## config.mk

```make
export PLATFORM = sky130hd
export DESIGN_NAME = matmul_tile_scheduler
export DESIGN_NICKNAME = d
export VERILOG_FILES = /design/src/rtl/matmul_ctrl_pkg.sv /design/src/rtl/matmul_tile_addr_gen.sv /design/src/rtl/matmul_tile_scheduler.sv
export SDC_FILE = /design/constraint.sdc
export NUM_CORES = 1
export LEC_CHECK = 0
export ABC_AREA = 1
export BUFFER_PORTS_ARGS = -buffer_cell sky130_fd_sc_hd__buf_2
export CAP_MARGIN = 40
export CORE_MARGIN = 2
export CORE_UTILIZATION = 45
export DETAILED_ROUTE_END_ITERATION = 7
export GPL_ROUTABILITY_DRIVEN = 1
export GPL_TIMING_DRIVEN = 0
export PLACE_DENSITY = 0.67
export SYNTH_ARGS = -nofsm -noshare
export SYNTH_HDL_FRONTEND = slang
export SYNTH_SLANG_ARGS = --single-unit
```

## constraint.sdc

```tcl
create_clock -name clk -period 2.8 [get_ports clk]
set_input_delay 0.56 -clock clk [delete_from_list [all_inputs] [get_ports clk]]
set_output_delay 0.56 -clock clk [all_outputs]
set_load 0.005 [all_outputs]
```

## src/rtl/matmul_ctrl_pkg.sv

```systemverilog
// Shared constants and state encoding for the matmul tile scheduler and unit wrapper.
package matmul_ctrl_pkg;

  typedef enum logic [2:0] {
    ST_IDLE = 3'd0,
    ST_CLR  = 3'd1,
    ST_RUN  = 3'd2,
    ST_HAND = 3'd3,
    ST_DONE = 3'd4
  } sched_state_e;

  localparam int unsigned TILE_CYCLES_DEFAULT = 20;
  localparam int unsigned MM_ADDR_W           = 8;
  localparam int unsigned MM_CNT_W            = 8;

endpackage

```

## src/rtl/matmul_tile_addr_gen.sv

```systemverilog
// Per-tile BRAM base address registers: load at job start, advance by stride between tiles.
module matmul_tile_addr_gen
  import matmul_ctrl_pkg::*;
#(
  parameter int unsigned ADDR_W = MM_ADDR_W
) (
  input  logic              clk,
  input  logic              rst,
  input  logic              load,
  input  logic              advance,
  input  logic [ADDR_W-1:0] din_base,
  input  logic [ADDR_W-1:0] dout_base,
  input  logic [ADDR_W-1:0] din_stride,
  input  logic [ADDR_W-1:0] dout_stride,
  output logic [ADDR_W-1:0] din_addr,
  output logic [ADDR_W-1:0] dout_addr
);

  logic [ADDR_W-1:0] din_stride_q;
  logic [ADDR_W-1:0] dout_stride_q;

  // Strides are captured with the bases so a mid-job descriptor change cannot leak in.
  always_ff @(posedge clk or posedge rst) begin
    if (rst) begin
      din_addr      <= '0;
      dout_addr     <= '0;
      din_stride_q  <= '0;
      dout_stride_q <= '0;
    end else if (load) begin
      din_addr      <= din_base;
      dout_addr     <= dout_base;
      din_stride_q  <= din_stride;
      dout_stride_q <= dout_stride;
    end else if (advance) begin
      din_addr  <= din_addr + din_stride_q;
      dout_addr <= dout_addr + dout_stride_q;
    end
  end

endmodule

```

## src/rtl/matmul_tile_scheduler.sv

```systemverilog
// Job-level sequencer for the 4x4 systolic matmul unit: clear, run, hand off each tile.
module matmul_tile_scheduler
  import matmul_ctrl_pkg::*;
#(
  parameter int unsigned TILE_CYCLES = TILE_CYCLES_DEFAULT,
  parameter int unsigned ADDR_W      = MM_ADDR_W,
  parameter int unsigned CNT_W       = MM_CNT_W
) (
  input  logic              clk,
  input  logic              rst,
  input  logic              cfg_start,
  input  logic              cfg_abort,
  input  logic [CNT_W-1:0]  cfg_num_tiles,
  input  logic [ADDR_W-1:0] cfg_din_base,
  input  logic [ADDR_W-1:0] cfg_dout_base,
  input  logic [ADDR_W-1:0] cfg_din_stride,
  input  logic [ADDR_W-1:0] cfg_dout_stride,
  input  logic              irq_clr,
  output logic              busy,
  output logic              done,
  output logic              aborted,
  output logic              irq,
  output logic              unit_clr,
  output logic              unit_run,
  output logic [ADDR_W-1:0] unit_din_base,
  output logic [ADDR_W-1:0] unit_dout_base,
  output logic [CNT_W-1:0]  tile_idx,
  output logic              tile_valid,
  input  logic              tile_ready
);

  sched_state_e     state_q, state_d;
  logic [CNT_W-1:0] num_tiles_q;
  logic [CNT_W-1:0] cyc_q;
  logic             latch;
  logic             advance;
  logic             abort_ok;

  always_comb begin
    state_d  = state_q;
    latch    = 1'b0;
    advance  = 1'b0;
    abort_ok = cfg_abort &&
               (state_q == ST_CLR || state_q == ST_RUN || state_q == ST_HAND);
    unique case (state_q)
      ST_IDLE: begin
        if (cfg_start) begin
          if (cfg_num_tiles != '0) begin
            state_d = ST_CLR;
            latch   = 1'b1;
          end else begin
            state_d = ST_DONE;
          end
        end
      end
      ST_CLR:  state_d = ST_RUN;
      ST_RUN: begin
        if (cyc_q == CNT_W'(TILE_CYCLES - 1)) state_d = ST_HAND;
      end
      ST_HAND: begin
        if (tile_ready) begin
          if (tile_idx == num_tiles_q - CNT_W'(1)) begin
            state_d = ST_DONE;
          end else begin
            state_d = ST_CLR;
            advance = 1'b1;
          end
        end
      end
      ST_DONE: state_d = ST_IDLE;
      default: state_d = ST_IDLE;
    endcase
    // Abort overrides any handshake in the same cycle and freezes counters.
    if (abort_ok) begin
      state_d = ST_DONE;
      advance = 1'b0;
    end
  end

  always_ff @(posedge clk or posedge rst) begin
    if (rst) begin
      state_q     <= ST_IDLE;
      num_tiles_q <= '0;
      cyc_q       <= '0;
      tile_idx    <= '0;
      busy        <= 1'b0;
      done        <= 1'b0;
      aborted     <= 1'b0;
      irq         <= 1'b0;
      unit_clr    <= 1'b0;
      unit_run    <= 1'b0;
      tile_valid  <= 1'b0;
    end else begin
      state_q <= state_d;
      if (latch) begin
        num_tiles_q <= cfg_num_tiles;
        tile_idx    <= '0;
      end else if (advance) begin
        tile_idx <= tile_idx + CNT_W'(1);
      end
      if (state_q == ST_CLR) cyc_q <= '0;
      else if (state_q == ST_RUN && state_d == ST_RUN) cyc_q <= cyc_q + CNT_W'(1);
      // Outputs are registered from the next state so they align with the state they describe.
      unique case (state_q)
        ST_IDLE: busy <= latch;
        ST_DONE: busy <= 1'b0;
        default: busy <= 1'b1;
      endcase
      done       <= (state_d == ST_DONE);
      aborted    <= abort_ok;
      unit_clr   <= (state_d == ST_CLR);
      unit_run   <= (state_d == ST_RUN);
      tile_valid <= (state_d == ST_HAND);
      if (state_d == ST_DONE) irq <= 1'b1;
      else if (irq_clr)       irq <= 1'b0;
    end
  end

  matmul_tile_addr_gen #(
    .ADDR_W (ADDR_W)
  ) u_addr_gen (
    .clk         (clk),
    .rst         (rst),
    .load        (latch),
    .advance     (advance),
    .din_base    (cfg_din_base),
    .dout_base   (cfg_dout_base),
    .din_stride  (cfg_din_stride),
    .dout_stride (cfg_dout_stride),
    .din_addr    (unit_din_base),
    .dout_addr   (unit_dout_base)
  );

endmodule

```

==> impl_metrics.tcl, run 1 <==
set metrics [dict create \
    status "completed" \
    vias 3478 \
    cts_tree "built" \
    syn_to_final_growth_pct 17.71 \
    powerDensity_mw_per_mm2 1132 \
    ys_ff_latch 66 \
    clock-skew-final_ps 4.451 \
    cp-startpoint "num_tiles_q[0]$_DFFE_PP0P_" \
    hpwlAfterDp_um 6992 \
    grt_max_degree 67 \
    fin_cells 683 \
    dp.cells 668 \
    worst_pin_slew_ps 811.0 \
    grt_pass1_vias 3329 \
    maxCapViolCount 0 \
    htreeDepth 3 \
    clkTransAtPathRegs_ps 70 \
    post_cts_buffers 0 \
    worst_hold_path_type "in2async" \
    clk_latency_ps 340 \
    reg2reg_to "cyc_q[5]$_DFFE_PP0P_" \
    finalHoldViolations 0 \
    cp.required_ps 3040 \
    core_mm2 0.008258 \
    drc_errors 0 \
    wl_um 9447 \
    intPower_w 0.002799 \
    globalplace.congestion 0.8669 \
    cts_hold_buf 0 \
    worstPathMaxFanout 8 \
    power.leakage_nw 2.404 \
    regToRegSetupSlack_ps 630 \
    syn_area_mm2 0.003864 \
    ioPinCount 77 \
    synth_flop_cell "dfrtp_1" \
    cts_root_buf "clkbuf_8" \
    synth_cell_types 40 \
    rr_startpoint "num_tiles_q[0]$_DFFE_PP0P_" \
    die_h_um 96.66 \
    irDropWorstVdd_uv 409.1 \
    grt_pass1_wl_um 15610 \
    total_power_w 0.005150 \
    switching_share_pct 45.66 \
    worst_ep_arrival_time_ps 2400 \
    synth_area_leaders "dfrtp_1 43%, nand2_1 14%, ha_1 5.5%" \
    cts_sinks 66 \
    slew_violations 0 \
    initial_core_util_pct 46.79 \
    async_flop_share_pct 100.0 \
    yosys.area.top_type_share_pct 42.75 \
    avgSynthCellArea_um2 7.934 \
    synthCells 487 \
    diodes 0 \
    io_buffers 76 \
    fp.dieArea_mm2 0.009343 \
    grt_remaining_overflow 0 \
    grt_setup_unrepaired "no" \
    p_comb_share_pct 53.8 \
    drt-wirelength-per-cell_um 13.83 \
    maxSlewHeadroom_pct 45.93 \
    cts_inserted_buffers 9 \
    drtAntennaViolNets 0 \
    p_seq_share_pct 32.0 \
    cp-endpoint "cyc_q[5]$_DFFE_PP0P_" \
    worstSetupPathType "reg2reg" \
    yosys-top-cells-count "146 x nand2_1, 66 x dfrtp_1, 52 x inv_1" \
    yosys.area.top_type "dfrtp_1" \
    first_iter_violations 151 \
    grt_use_total_pct 20.65 \
    switching_power_w 0.002352 \
    synth_fp_nets 552 \
    grt_antenna_before_repair 0 \
    r2r_cells 15 \
    drive_above_1_share_pct 21.45 \
    synth_most_common_cell "nand2_1" \
    first_pass_iters 6 \
    die_w_um 96.66 \
    max_freq_mhz 461.6 \
    cts_buffer_depth 2 \
    post-route-period-util_pct 77.36 \
    viasPerCell 5.092 \
    setup-violations-final 0 \
    finalHoldWorstSlack_ps 374.2 \
    ys_warn_count 0 \
    seq_area_frac_synth_pct 42.75 \
    post_cts_resized 0 \
    utilization_pct 55.08 \
    endpoint_kind "register" \
    synth_edf_count 0 \
    worstSetupStartpointType "register" \
    period_minus_slack_ps 2166 \
    p_clk_share_pct 14.2 \
    nNetsFinal 639 \
    std_cell_rows 33 \
]
-- state kept, by name, indices dropped and copies added (netlist names), 3 cells and up --
name	flops
num_tiles_q	8
u_addr_gen.dout_stride_q	8
cyc_q	8
state_q	3
u_addr_gen.dout_addr	8
tile_idx	8
u_addr_gen.din_stride_q	8
u_addr_gen.din_addr	8
-- worst min-delay path by stage --
stage                                                   end                               startpoint  cells past startpoint
finish                  u_addr_gen.dout_addr[4]$_DFFE_PP0P_                                      rst                      2
global route                                irq$_DFFE_PP0P_                                  irq_clr                      2
CTS                                         irq$_DFFE_PP0P_                                  irq_clr                      2
detailed placement   u_addr_gen.din_stride_q[2]$_DFFE_PP0P_   u_addr_gen.din_stride_q[2]$_DFFE_PP0P_                      2
global placement    u_addr_gen.dout_stride_q[6]$_DFFE_PP0P_  u_addr_gen.dout_stride_q[6]$_DFFE_PP0P_                      2
floorplan            u_addr_gen.din_stride_q[0]$_DFFE_PP0P_   u_addr_gen.din_stride_q[0]$_DFFE_PP0P_                      2
-- critical path, cell delays in order (launching register included) --
cell and delay (ps):
dfrtp_1 390, inv_1 120, ha_1 200, inv_1 60, nor2_1 90, nand2_1 110, o21ai_1 130, nand3_1 90
nor2_2 160, nand4_2 130, nand2_2 120, nand2_1 60, nand2_2 100, nand3_4 120, nand3_1 110, nand2_1 70
-- cells by family after synthesis --
family                   count (synthesis)  synth area share (%)
AO/OA/AOI/OAI                           64                 9.489
XOR/XNOR                                22                 4.987
adder cells (fa/ha/maj)                 19                 6.541
buffers and inverters                   70                 7.351
flip-flops                              66                 42.75
AND/OR/NAND/NOR                        246                 28.89
-- cell usage in the layout (no fill, tap or decap), types with 3 or more instances in the layout --
| master | n |
|---|---|
| xor2_1 | 14 |
| dfrtp_1 | 66 |
| o21ai_0 | 22 |
| xnor2_1 | 8 |
| nand4_1 | 3 |
| nand3_1 | 32 |
| a31oi_1 | 8 |
| nor2_2 | 4 |
| nand2_1 | 146 |
| inv_1 | 51 |
| nand2_2 | 3 |
| o211ai_1 | 4 |
| inv_2 | 3 |
| a21oi_1 | 16 |
| nor2_1 | 37 |
| nor4_1 | 5 |
| nor3_1 | 4 |
| buf_2 | 84 |
| o21ai_1 | 7 |
| clkbuf_1 | 5 |
| clkbuf_8 | 11 |
| ha_1 | 17 |
| clkinv_2 | 3 |
-- layer usage --
metal	track usage [%]	wire length, µm
met1	27.85	4456
met4	6.609	115
met5	0	0
met3	4.841	541
met2	33.07	4334
-- area by class of cell --
| cell class | instances | area [µm²] |
|---|---|---|
| inverter | 56 | 212.7 |
| multi-input combinational | 351 | 1928 |
| clock buffer | 12 | 155.1 |
| tap | 105 | 131.4 |
| clock inverter | 3 | 15.01 |
| timing repair buffer | 76 | 380.4 |
| sequential | 66 | 1652 |
| buffer | 14 | 73.82 |
| fill | 807 | 3710 |
-- through the flow --
step | cell area, µm² | setup slack, ps | setup TNS (ps)
final | 4548 | 633.8 | 0
after global routing | 4548 | 417.1 | 0
after CTS | 4548 | 607.6 | 0
after detailed placement | 4378 | 631.9 | 0
after global placement | 4375 | -279.6 | -18160
after floorplan | 3864 | 585.2 | 0
-- power by group through the flow --
stage	clock [W]	combinational, W	sequential (W)
after detailed placement	0	0.00277	0.00166
after CTS	0.000740	0.00279	0.00165
final	0.000730	0.00277	0.00165
after floorplan	0	0.00207	0.00161
after global placement	0	0.00270	0.00165
after global routing	0.000785	0.00315	0.00170
Power figures use the tool's default switching activity.
==> run 2: changes to the inputs <==
--- a/config.mk
+++ b/config.mk
@@ -5,7 +5,7 @@
 export SDC_FILE = /design/constraint.sdc
 export NUM_CORES = 1
 export LEC_CHECK = 0
-export ABC_AREA = 1
+export ABC_AREA = 0
 export BUFFER_PORTS_ARGS = -buffer_cell sky130_fd_sc_hd__buf_2
 export CAP_MARGIN = 40
 export CORE_MARGIN = 2
@@ -13,7 +13,7 @@
 export DETAILED_ROUTE_END_ITERATION = 7
 export GPL_ROUTABILITY_DRIVEN = 1
 export GPL_TIMING_DRIVEN = 0
-export PLACE_DENSITY = 0.67
+export PLACE_DENSITY = 0.68
 export SYNTH_ARGS = -nofsm -noshare
 export SYNTH_HDL_FRONTEND = slang
 export SYNTH_SLANG_ARGS = --single-unit
==> constraint.sdc (replaced) <==
create_clock -name clk -period 2 [get_ports clk]
set_input_delay 0.4 -clock clk [delete_from_list [all_inputs] [get_ports clk]]
set_output_delay 0.4 -clock clk [all_outputs]
set_load 0.005 [all_outputs]
==> impl_metrics.tcl, run 2 <==
set metrics [dict create \
    synth_cell_types 57 \
    postLayoutCellArea_mm2 0.004992 \
    worst_ep_arrival_time_ps 2630 \
    powerDensity_mw_per_mm2 1461 \
    wl_um 10140 \
    grt_pass1_vias 3261 \
    drtAntennaViolNets 0 \
    reg2reg_to "u_addr_gen.dout_addr[2]$_DFFE_PP0P_" \
    layout_common_cells "78 x nand2_1, 77 x buf_2, 64 x dfrtp_1" \
    ioPinCount 77 \
    maxSlewHeadroom_pct 42.77 \
    async_flop_share_pct 100.0 \
    setup-violations-final 29 \
    cts_sinks 66 \
    nNetsFinal 564 \
    worstSetupPathType "reg2reg" \
    viasPerCell 5.271 \
    clk_latency_ps 340 \
    grt_setup_unrepaired "yes" \
    synth_area_leaders "dfrtp_1 44%, nand2_1 8.0%, ha_1 5.7%" \
    grt_max_degree 35 \
    avgSynthCellArea_um2 9.567 \
    die_h_um 95.41 \
    synth_most_common_cell "nand2_1" \
    r2r_cells 10 \
    synthCells 393 \
    grt_remaining_overflow 0 \
    slew_violations 0 \
    cts_tree "built" \
    fp.dieArea_mm2 0.009102 \
    worstPathMaxFanout 6 \
    grt_use_total_pct 23.65 \
    vias 3210 \
    ys_ff_latch 66 \
    grt_antenna_before_repair 0 \
    final.setup.tns_ps -8367 \
    yosys.area.top_type "dfrtp_1" \
    core_mm2 0.008175 \
    violations "setup timing" \
    worstSetupStartpointType "register" \
    dr_wl_met2_um 5036 \
    dr_wl_met3_um 536 \
    syn_area_mm2 0.003760 \
    fin_ws_ps -405.8 \
    wl_met1_um 4457 \
    seq_area_frac_synth_pct 43.93 \
    cp.required_ps 2220 \
    finalHoldViolations 0 \
    clkTransAtPathRegs_ps 70 \
    io_buffers 76 \
    dp_slack_ps -663.2 \
    cts_inserted_buffers 9 \
    period_minus_slack_ps 2406 \
    rr_startpoint "num_tiles_q[1]$_DFFE_PP0P_" \
    endpoint_kind "register" \
    grt_pass1_wl_um 16200 \
    htreeDepth 3 \
    drive_above_1_share_pct 36.51 \
    finalHoldWorstSlack_ps 183.8 \
    max_freq_mhz 415.7 \
    utilization_pct 61.07 \
    ys_warn_count 0 \
    cp-startpoint "num_tiles_q[1]$_DFFE_PP0P_" \
    syn_to_final_growth_pct 32.78 \
    first_iter_violations 107 \
    status "finished with violations" \
    globalplace.congestion 0.8267 \
    hpwlAfterDp_um 6846 \
    irDropWorstVdd_uv 611.3 \
    worst_hold_path_type "in2async" \
    clock-skew-final_ps 8.015 \
    drc_errors 0 \
    cts_buffer_depth 2 \
    synth_edf_count 0 \
    yosys-top-cells-count "80 x nand2_1, 66 x dfrtp_1, 23 x nor2_1" \
    synth_fp_nets 458 \
    initial_core_util_pct 45.99 \
    routed.top_layer "met4" \
    cts_root_buf "clkbuf_8" \
    placed_area_mm2 0.004365 \
    diodes 0 \
    regToRegSetupSlack_ps -410 \
    worst_pin_slew_ps 856.6 \
    post-route-period-util_pct 120.3 \
    final_common_cell "nand2_1" \
    first_pass_iters 4 \
    maxCapViolCount 0 \
    synth_flop_cell "dfrtp_1" \
    die_w_um 95.41 \
    drt-wirelength-per-cell_um 16.66 \
    std_cell_rows 33 \
    power.leakage_nw 2.472 \
    cts_hold_buf 0 \
    yosys.area.top_type_share_pct 43.93 \
]
-- run 2: cell type report --
| cell class | instances | area, µm² |
|---|---|---|
| multi-input combinational | 289 | 2157 |
| buffer | 16 | 171.4 |
| fill | 722 | 3183 |
| timing repair buffer | 97 | 618.1 |
| inverter | 20 | 78.83 |
| clock buffer | 12 | 155.1 |
| tap | 105 | 131.4 |
| clock inverter | 4 | 26.28 |
| sequential | 66 | 1654 |
-- run 2: cells by family (layout without fill, tap and decap cells) --
family | after synthesis | after routing | synth area share (%)
buffers and inverters | 38 | 149 | 5.557
XOR/XNOR | 31 | 31 | 7.221
adder cells (fa/ha/maj) | 19 | 19 | 6.722
AND/OR/NAND/NOR | 172 | 172 | 23.00
AO/OA/AOI/OAI | 59 | 59 | 11.38
flip-flops | 66 | 66 | 43.93
multiplexers | 8 | 8 | 2.196
-- run 2: how the worst max path moves through the flow --
stage | to | slack (ps) | cells after the start
after global placement | busy$_DFF_PP0_ | -640 | 7
after floorplan | u_addr_gen.din_addr[0]$_DFFE_PP0P_ | -200 | 9
after detailed placement | busy$_DFF_PP0_ | -660 | 7
final | u_addr_gen.dout_addr[2]$_DFFE_PP0P_ | -410 | 10
after CTS | u_addr_gen.din_addr[3]$_DFFE_PP0P_ | -350 | 10
after global routing | u_addr_gen.dout_addr[2]$_DFFE_PP0P_ | -480 | 10
-- run 2: critical path, stage by stage, from the launching register on --
cell	delay, ps
dfrtp_1	410
buf_6	130
or3_4	390
or2b_1	180
a21oi_2	70
o2111ai_4	260
buf_6	170
nand2_8	70
clkbuf_16	170
and3_4	170
a221o_1	260
-- run 2: what timing repair did --
action / 4_1_cts / 5_1_grt
hold endpoints to repair: 0 / 0
setup endpoints to repair: 60 / 48
setup buffers: 14 / 3
resized for setup: 49 / 27
gates cloned: 3 / 0
pin swaps: 15 / 9
-- run 2: per-layer routing --
metal | vias up | track usage, %
li1 | 1566 | -
met1 | 1552 | 30.91
met2 | 80 | 39.14
met3 | 12 | 5.929
met4 | 0 | 6.667
met5 | - | 0
-- run 2: metrics by stage --
step	std cells	power (W)
final	609	0.007295
after global routing	609	0.007883
after CTS	608	0.007105
after detailed placement	576	0.005733
after global placement	574	0.005617
after floorplan	393	0.004818
-- run 2: power by group --
group	internal, W	total [W]	switching [W]
clock network	0.000516	0.00104	0.000526
registers	0.00184	0.00224	0.000409
logic	0.00194	0.00401	0.00206
==> run 3: changes to the inputs <==
--- a/config.mk
+++ b/config.mk
@@ -12,8 +12,8 @@
 export CORE_UTILIZATION = 45
 export DETAILED_ROUTE_END_ITERATION = 7
 export GPL_ROUTABILITY_DRIVEN = 1
-export GPL_TIMING_DRIVEN = 0
-export PLACE_DENSITY = 0.68
+export HOLD_SLACK_MARGIN = 0.15
+export PLACE_DENSITY = 0.77
 export SYNTH_ARGS = -nofsm -noshare
 export SYNTH_HDL_FRONTEND = slang
 export SYNTH_SLANG_ARGS = --single-unit
==> impl_metrics.tcl, run 3 (synthesized netlist as in run 2, its figures left out) <==
set metrics [dict create \
    initial_core_util_pct 45.99 \
    grt_remaining_overflow 0 \
    grt_antenna_before_repair 0 \
    syn_to_final_growth_pct 39.93 \
    ioPinCount 77 \
    status "finished with violations" \
    irDropWorstVdd_uv 571.8 \
    switching_share_pct 39.66 \
    post-route-period-util_pct 114.4 \
    cts_tree "built" \
    worst_pin_slew_ps 421.2 \
    diodes 0 \
    vias 3433 \
    grt_setup_unrepaired "yes" \
    maxSlewHeadroom_pct 71.62 \
    clock-skew-final_ps 11.41 \
    rr_startpoint "num_tiles_q[1]$_DFFE_PP0P_" \
    intPower_w 0.004712 \
    hpwlAfterDp_um 6896 \
    violations "setup timing" \
    min_path_cells 3 \
    htreeDepth 3 \
    clk_latency_ps 350 \
    io_buffers 76 \
    reg2reg_to "tile_idx[5]$_DFFE_PP0P_" \
    worstSetupPathType "reg2reg" \
    slowest_stage "or4_4" \
    first_pass_iters 4 \
    sequential_cell_area_mm2 0.001653 \
    regToRegSetupSlack_ps -290 \
    fin_ws_ps -288.8 \
    dp_slack_ps -286.1 \
    p_seq_share_pct 28.3 \
    fin_cells 643 \
    first_iter_violations 150 \
    p_comb_share_pct 57.9 \
    whs_endpoint "u_addr_gen.dout_stride_q[5]$_DFFE_PP0P_" \
    min_from "cfg_dout_stride[5]" \
    worst_hold_path_type "in2reg" \
    wl_met1_um 4312 \
    dp.cells 615 \
    drtAntennaViolNets 0 \
    worst_ep_arrival_time_ps 2570 \
    cp.required_ps 2280 \
    cts_sinks 66 \
    setup-violations-final 29 \
    routed.top_layer "met4" \
    final_common_cell "nand2_1" \
    powerDensity_mw_per_mm2 1484 \
    wl_um 10270 \
    grt_max_degree 67 \
    drive_above_1_share_pct 39.03 \
    slew_violations 0 \
    endpoint_kind "register" \
    core_mm2 0.008175 \
    cts_buffer_depth 2 \
    worst_path_largest_cell_delay_ps 430 \
    cts_root_buf "clkbuf_8" \
    crit_top_cell "a21oi_2" \
    clkTransAtPathRegs_ps 80 \
    cts_inserted_buffers 9 \
    drc_errors 0 \
    fp.dieArea_mm2 0.009102 \
    die_h_um 95.41 \
    dr_wl_met3_um 567 \
    die_w_um 95.41 \
    r2r_cells 8 \
    worstSetupStartpointType "register" \
    viasPerCell 5.339 \
    p_clk_share_pct 13.9 \
    worstPathMaxFanout 6 \
    period_minus_slack_ps 2289 \
    cp_cell_sequence "or3_4 -> or2b_1 -> a21oi_2 -> o2111ai_4 -> buf_6 -> nand2_8 -> or4_4 -> a21oi_2" \
    power.leakage_nw 2.645 \
    maxCapViolCount 0 \
    multi_input_area_mm2 0.002185 \
    drt-wirelength-per-cell_um 15.97 \
    switching_power_w 0.003097 \
    finalHoldViolations 0 \
    layout_common_cells "78 x nand2_1, 76 x buf_2, 65 x dfrtp_1" \
    dr_wl_met2_um 5188 \
    std_cell_rows 33 \
    globalplace.congestion 0.9460 \
    grt_pass1_wl_um 15770 \
    grt_use_total_pct 22.85 \
    grt_pass1_vias 3350 \
    nFillCells 641 \
    max_freq_mhz 436.9 \
    nNetsFinal 598 \
]
==> run 3: layout make-up <==
class | instances | share of cell area [%]
multi-input combinational | 291 | 41.52
sequential | 66 | 31.42
timing repair buffer | 145 | 19.67
clock buffer | 13 | 2.640
tap | 105 | 2.497
inverter | 20 | 1.498
clock inverter | 3 | 0.7610
==> run 3: how the worst max path moves through the flow <==
stage                                    start                                  to  slack [ps]  depth (start not counted)
detailed placement  num_tiles_q[0]$_DFFE_PP0P_                     irq$_DFFE_PP0P_        -290                         10
floorplan              tile_idx[2]$_DFFE_PP0P_  u_addr_gen.din_addr[0]$_DFFE_PP0P_        -200                          9
CTS                 num_tiles_q[0]$_DFFE_PP0P_                     irq$_DFFE_PP0P_        -270                         11
global route        num_tiles_q[0]$_DFFE_PP0P_  u_addr_gen.din_addr[2]$_DFFE_PP0P_        -360                          9
finish              num_tiles_q[1]$_DFFE_PP0P_             tile_idx[5]$_DFFE_PP0P_        -290                          8
global placement    num_tiles_q[4]$_DFFE_PP0P_             tile_idx[5]$_DFFE_PP0P_        -200                          7
==> run 3: metrics by stage <==
stage | util [%] | cell area [µm²] | total power, W | hold WS [ps] | setup TNS (ps)
2_1_floorplan | - | 3829 | 0.004818 | 449.7 | -2409
3_3_place_gp | 57.87 | 4731 | 0.006147 | 466.0 | -4624
3_5_place_dp | 57.87 | 4731 | 0.006304 | 466.4 | -7425
4_1_cts | 62.40 | 5101 | 0.007544 | 234.2 | -4865
5_1_grt | 64.36 | 5261 | 0.008393 | 236.1 | -8542
6_report | 64.36 | 5261 | 0.007808 | 238.2 | -6339
==> run 3: what timing repair did <==
| action | in CTS | in global routing |
|---|---|---|
| resized for setup | 22 | 30 |
| setup buffers | 5 | 4 |
| cloned | 3 | 0 |
| hold buffers | 1 | 0 |
| setup endpoints to repair | 27 | 30 |
| endpoints found under the hold margin | 8 | 0 |
| pin swaps | 7 | 12 |
==> run 3: critical path, delay by kind of cell (launching register included) <==
family                 cells  cell delay [ps]
and+or+nand+nor            4             1110
DFF                        1              420
AOI/OAI and AO/OA          3              520
buffers and inverters      1              170
==> run 3: power by group through the flow <==
stage          clock [W]  sequential [W]  combinational [W]
2_1_floorplan          0         0.00218            0.00264
3_3_place_gp           0         0.00219            0.00396
3_5_place_dp           0         0.00221            0.00410
4_1_cts          0.00110         0.00219            0.00426
5_1_grt          0.00117         0.00226            0.00497
6_report         0.00108         0.00221            0.00452
==> run 3: per-layer routing <==
layer	vias to the layer above	GRT usage [%]
met5	-	0
met1	1676	29.78
met2	102	37.56
li1	1637	-
met3	18	4.111
met4	0	9.524
